$ cat src/rtl/spoon_uart_tx_if.sv
// Byte-stream side of spoon_uart_tx: upstream write strobe/data in,
// FIFO occupancy and drop indication back out.
interface spoon_uart_tx_if #(
  parameter int unsigned FIFO_DEPTH = 4
);
  localparam int unsigned LW = $clog2(FIFO_DEPTH) + 1;

  logic [7:0]    in_data;
  logic          in_write;
  logic [LW-1:0] fifo_level;
  logic          overflow;

  modport master (output in_data, in_write, input fifo_level, overflow);
  modport slave  (input in_data, in_write, output fifo_level, overflow);
endinterface

$ cat src/rtl/spoon_uart_tx.sv
// 8N1 serialiser for the pointing-device bytestream: small byte FIFO feeding
// an LSB-first shifter at a per-frame latched baud divisor, flushed by RTS.
module spoon_uart_tx #(
  parameter int unsigned BIT_TICKS    = 25000,
  parameter int unsigned BIT_TICKS_OC = 20000,
  parameter int unsigned FIFO_DEPTH   = 4
) (
  input  logic            clk,
  input  logic            reset,
  input  logic            overclock,
  input  logic            rts,
  output logic            txd,
  output logic            busy,
  spoon_uart_tx_if.slave  bus
);
  localparam int unsigned AW   = $clog2(FIFO_DEPTH);
  localparam int unsigned LW   = AW + 1;
  localparam int unsigned DMAX = (BIT_TICKS > BIT_TICKS_OC) ? BIT_TICKS : BIT_TICKS_OC;
  localparam int unsigned CW   = $clog2(DMAX);

  typedef enum logic [1:0] {S_IDLE, S_START, S_DATA, S_STOP} state_t;

  state_t        r_state, w_next;
  logic [7:0]    r_mem [FIFO_DEPTH];
  logic [AW-1:0] r_wr_ptr, r_rd_ptr;
  logic [LW-1:0] r_level;
  logic [7:0]    r_shift;
  logic [2:0]    r_bit;
  logic [CW-1:0] r_tick, r_div_m1;
  logic          r_overflow;

  logic w_empty, w_full, w_bit_end, w_pop, w_push, w_txd;

  assign w_empty   = (r_level == '0);
  assign w_full    = (r_level == LW'(FIFO_DEPTH));
  // Divisor is stored minus one so the full count fits in CW bits.
  assign w_bit_end = (r_tick == r_div_m1);
  assign w_push    = bus.in_write && !rts && (!w_full || w_pop);

  always_ff @(posedge clk or posedge reset) begin
    if (reset) r_state <= S_IDLE;
    else       r_state <= w_next;
  end

  always_comb begin
    w_next = r_state;
    if (rts) begin
      w_next = S_IDLE;
    end else begin
      case (r_state)
        S_IDLE:  if (!w_empty) w_next = S_START;
        S_START: if (w_bit_end) w_next = S_DATA;
        S_DATA:  if (w_bit_end && r_bit == 3'd7) w_next = S_STOP;
        S_STOP:  if (w_bit_end) w_next = w_empty ? S_IDLE : S_START;
        default: w_next = S_IDLE;
      endcase
    end
  end

  always_comb begin
    w_txd = 1'b1;
    w_pop = 1'b0;
    case (r_state)
      S_IDLE:  w_pop = !w_empty;
      S_START: w_txd = 1'b0;
      S_DATA:  w_txd = r_shift[0];
      S_STOP:  w_pop = w_bit_end && !w_empty;
      default: w_txd = 1'b1;
    endcase
    if (rts) w_pop = 1'b0;
  end

  always_ff @(posedge clk or posedge reset) begin
    if (reset) begin
      r_tick   <= '0;
      r_div_m1 <= '0;
      r_shift  <= '0;
      r_bit    <= '0;
    end else if (rts) begin
      r_tick <= '0;
      r_bit  <= '0;
    end else if (w_pop) begin
      r_tick   <= '0;
      r_div_m1 <= overclock ? CW'(BIT_TICKS_OC - 1) : CW'(BIT_TICKS - 1);
      r_shift  <= r_mem[r_rd_ptr];
      r_bit    <= '0;
    end else if (r_state != S_IDLE) begin
      r_tick <= w_bit_end ? '0 : r_tick + 1'b1;
      if (r_state == S_DATA && w_bit_end) begin
        r_shift <= {1'b0, r_shift[7:1]};
        r_bit   <= r_bit + 1'b1;
      end
    end
  end

  always_ff @(posedge clk or posedge reset) begin
    if (reset) begin
      r_wr_ptr   <= '0;
      r_rd_ptr   <= '0;
      r_level    <= '0;
      r_overflow <= 1'b0;
    end else begin
      r_overflow <= bus.in_write && !rts && w_full && !w_pop;
      if (rts) begin
        r_wr_ptr <= '0;
        r_rd_ptr <= '0;
        r_level  <= '0;
      end else begin
        if (w_push) r_wr_ptr <= r_wr_ptr + 1'b1;
        if (w_pop)  r_rd_ptr <= r_rd_ptr + 1'b1;
        if (w_push && !w_pop)      r_level <= r_level + 1'b1;
        else if (w_pop && !w_push) r_level <= r_level - 1'b1;
      end
    end
  end

  // Full-FIFO push alongside a pop lands on the slot being read this edge.
  always_ff @(posedge clk) begin
    if (w_push) r_mem[r_wr_ptr] <= bus.in_data;
  end

  assign txd            = w_txd;
  assign busy           = (r_state != S_IDLE) || (r_level != '0);
  assign bus.fifo_level = r_level;
  assign bus.overflow   = r_overflow;
endmodule
$ cat src/flat_wrapper.sv
// flat-port wrapper written by rule: the top's interface ports become plain ports
module spoon_uart_tx_flat 
#(
  parameter int unsigned BIT_TICKS    = 25000,
  parameter int unsigned BIT_TICKS_OC = 20000,
  parameter int unsigned FIFO_DEPTH   = 4
)
  (clk, reset, overclock, rts, txd, busy, bus_in_data, bus_in_write, bus_fifo_level, bus_overflow);
  spoon_uart_tx_if #(.FIFO_DEPTH(FIFO_DEPTH)) bus_i ();
  input  logic clk;
  input  logic reset;
  input  logic overclock;
  input  logic rts;
  output logic txd;
  output logic busy;
  input wire logic [$bits(bus_i.in_data)-1:0] bus_in_data;
  input wire logic [$bits(bus_i.in_write)-1:0] bus_in_write;
  output wire logic [$bits(bus_i.fifo_level)-1:0] bus_fifo_level;
  output wire logic [$bits(bus_i.overflow)-1:0] bus_overflow;
  assign bus_i.in_data = bus_in_data;
  assign bus_i.in_write = bus_in_write;
  assign bus_fifo_level = bus_i.fifo_level;
  assign bus_overflow = bus_i.overflow;
  spoon_uart_tx #(.BIT_TICKS(BIT_TICKS), .BIT_TICKS_OC(BIT_TICKS_OC), .FIFO_DEPTH(FIFO_DEPTH)) u_core (.clk(clk), .reset(reset), .overclock(overclock), .rts(rts), .txd(txd), .busy(busy), .bus(bus_i));
endmodule
$ cat config.mk
export PLATFORM = sky130hd
export DESIGN_NAME = spoon_uart_tx_flat
export DESIGN_NICKNAME = d
export VERILOG_FILES = /design/src/rtl/spoon_uart_tx_if.sv /design/src/rtl/spoon_uart_tx.sv /design/src/flat_wrapper.sv
export SDC_FILE = /design/constraint.sdc
export NUM_CORES = 1
export LEC_CHECK = 0
export BUFFER_PORTS_ARGS = -buffer_cell sky130_fd_sc_hd__buf_2
export CAP_MARGIN = 40
export CORE_AREA = 4 4 85 87
export DETAILED_ROUTE_END_ITERATION = 8
export DIE_AREA = 0 0 89 91
export PLACE_DENSITY = 0.74
export SLEW_MARGIN = 0
export SYNTH_ARGS = -nofsm -noshare
export SYNTH_HDL_FRONTEND = slang
export SYNTH_SLANG_ARGS = --single-unit
$ cat constraint.sdc
create_clock -name clk -period 2.95 [get_ports clk]
set_input_delay 0.1475 -clock clk [delete_from_list [all_inputs] [get_ports clk]]
set_output_delay 0.1475 -clock clk [all_outputs]
set_load 0.05 [all_outputs]
==> impl_metrics.env <==
export IMPL_outcome="finished clean"
export IMPL_cp_end_kind="flip-flop"
export IMPL_rsz0062_at_grt="no"
export IMPL_crit_arrival_ns=2.73
export IMPL_final_common_cell="dfrtp_1"
export IMPL_htree_levels=3
export IMPL_grtUsageTotal_pct=17.4
export IMPL_cts_tree="done"
export IMPL_p_leak_nw=1.55
export IMPL_dp_hpwl_mm=4.56
export IMPL_die_area_um2=8100
export IMPL_async_flop_share_pct=54.9
export IMPL_finClkSkew_ns=0.00929
export IMPL_clockRootBuffer="clkbuf_8"
export IMPL_ant_nets=0
export IMPL_via_per_inst=5.67
export IMPL_drive_above_1_share_pct=19.1
export IMPL_fin_tns_setup_ns=0
export IMPL_first_global_vias=2242
export IMPL_synth_avg_cell_area_um2=12.2
export IMPL_via_count=2245
export IMPL_finalMaxSlewViolations=0
export IMPL_max_cap_viol_count=0
export IMPL_crit_slowest_cell="or4_1"
export IMPL_crit_chain="or4_1 > mux2i_4 > nand4_4 > buf_4 > o21a_1 > a21oi_1 > and2_1"
export IMPL_routed_wl_mm=6.33
export IMPL_numPortBuffers=18
export IMPL_critical_path_buf_inv_count=1
export IMPL_synth_top_area_cell="dfrtp_1"
export IMPL_numClockSinks=71
export IMPL_synth_nets=310
export IMPL_holdCritPathClass="in -> reg"
export IMPL_netlist_area_um2=3480
export IMPL_synthTopCellsByArea="dfrtp_1, edfxtp_1, mux4_2"
export IMPL_diodes=0
export IMPL_overflow=0
export IMPL_cts_inserted_buffers=9
export IMPL_critical_path_max_stage_delay_ns=0.58
export IMPL_stdcell_count=396
export IMPL_synth_cell_types=50
export IMPL_synth_main_ff_cell="dfrtp_1"
export IMPL_fmax_ghz=0.366
export IMPL_firstDrtPassIters=4
export IMPL_core_area_um2=6350
export IMPL_tightest_slew_ns=0.772
export IMPL_timing_hold_ws_ns=0.0164
export IMPL_critPathLaunchType="flip-flop"
export IMPL_syn_inst=285
export IMPL_area_delta_synth_final_pct=11.9
export IMPL_required_ns=2.95
export IMPL_cellPowerDensity_nw_per_um2=875
export IMPL_fin_ws_ns=0.220
export IMPL_period_needed_ns=2.73
export IMPL_grt_first_pass_wirelength_mm=10.8
export IMPL_regArea_um2=1940
export IMPL_slew_headroom_pct=48.4
export IMPL_clockBufferDepth=2
export IMPL_nets=339
export IMPL_path_delay_family="simple AND/OR/NAND/NOR gates"
export IMPL_clk_pin_slew_ns=0.07
export IMPL_drc_errors=0
export IMPL_die_h_um=91
export IMPL_yosysWarningCount=0
export IMPL_yosysTopAreaCellShare_pct=28.0
export IMPL_synth_edf_count=32
export IMPL_gp_congestion=0.783
export IMPL_final_cell_mix="dfrtp_1, nor2_1, edfxtp_1"
export IMPL_worstSetupPathType="reg -> reg"
export IMPL_hold_viol_final=0
export IMPL_dp_cells=379
export IMPL_drtIter0Drc=104
export IMPL_n_fill_cell=509
export IMPL_pre_cts_ws_ns=0.214
export IMPL_multiInputGateArea_um2=1410
export IMPL_fin_util_pct=61.4
export IMPL_wl_per_cell_um=16.0
export IMPL_finalCritPeriodShare_pct=92.6
export IMPL_critPathMaxFanout=8
export IMPL_initial_core_util_pct=54.8
export IMPL_row_count=29
export IMPL_ir_drop_mv=0.519
export IMPL_synth_seq_area_share_pct=55.6
export IMPL_post_cts_setup_buffers=0
export IMPL_die_w_um=89
export IMPL_clk_latency_ns=0.34
export IMPL_setup_viol=0
export IMPL_pin_count=19
export IMPL_antenna_found_initial=0
export IMPL_grt_max_degree=32
export IMPL_yosys_register_bits=71
==> cells in the mapped netlist, types with 3 or more instances <==
cell type	n
xor2_1	5
mux4_2	8
mux2i_1	7
o211ai_1	4
xnor2_1	9
nor2_1	36
edfxtp_1	32
buf_6	3
and2_1	5
nand2_1	16
nand4_1	5
a21oi_1	5
nand3_1	6
a221oi_1	7
dfrtp_1	39
ha_1	11
clkbuf_1	5
mux2_1	4
inv_1	19
o21ai_0	3
nor3_1	17
==> path summary, 6_finish.rpt <==
check                                      end              start  cells after the start  slack (ns)
hold / removal             u_core.r_div_m1[13]          overclock                      2        0.02
setup reg to reg            u_core.r_mem[1][6]   u_core.r_tick[5]                      7        0.22
max in group asynchronous    u_core.r_state[1]              reset                      4        1.69
min in group asynchronous   u_core.r_wr_ptr[0]              reset                      3        0.48
setup / recovery            u_core.r_mem[1][6]   u_core.r_tick[5]                      7        0.22
hold reg to reg              u_core.r_shift[7]  u_core.r_shift[7]                      1        0.51
==> repair_timing <==
item / 4_1_cts / 5_1_grt
endpoints found under the hold margin: 19 / 0
endpoints found under the setup margin: 0 / 0
gates resized for setup: 0 / 0
hold buffers: 1 / 0
==> flip-flops by register name (all words and copies together), names as in the netlist <==
| signal | cells |
|---|---|
| u_core.bus.fifo_level | 3 |
| u_core.bus.overflow | 1 |
| u_core.r_bit | 3 |
| u_core.r_div_m1 | 3 |
| u_core.r_mem | 32 |
| u_core.r_rd_ptr | 2 |
| u_core.r_shift | 8 |
| u_core.r_state | 2 |
| u_core.r_tick | 15 |
| u_core.r_wr_ptr | 2 |
==> layer usage <==
metal | vias to the layer above | part of all wire, % | GRT usage (%) | routed length (um)
met1 | 1108 | 46 | 23.3 | 2920
met3 | 11 | 2.6 | 4.16 | 166
met5 | - | 0 | 0 | 0
met2 | 35 | 50 | 27.2 | 3130
li1 | 1091 | - | - | -
met4 | 0 | 1.8 | 6.95 | 111
==> stage by stage <==
stage / total power, mW / cell area [um^2]
finish: 3.41 / 3900
global route: 3.64 / 3900
CTS: 3.44 / 3900
detailed placement: 2.62 / 3680
global placement: 2.58 / 3680
floorplan: 2.33 / 3480
==> kinds of logic (layout without fill, tap and decap cells) <==
group	count (synthesis)	after routing	share of synthesized area, %
simple gates	104	104	15.3
flops	71	71	55.6
compound gates	35	35	8.08
buf+inv	29	63	3.77
mux	20	20	9.13
xor+xnor	14	14	3.52
fa+ha+maj	12	12	4.53
==> report_power, final <==
group          switching, mW  internal (mW)  total, mW
Clock                  0.351          0.468      0.820
Sequential             0.129           1.18       1.31
Combinational          0.781          0.500       1.28
==> cell type report <==
cell class,count,share of cell area [%]
flip-flops and latches,71,49.7
multi-input cells,185,36.3
repair buffers,28,4.30
clock buffers,9,3.18
well taps,77,2.47
clock inverters,7,2.25
inverters,19,1.83
Power figures use the tool's default switching activity.
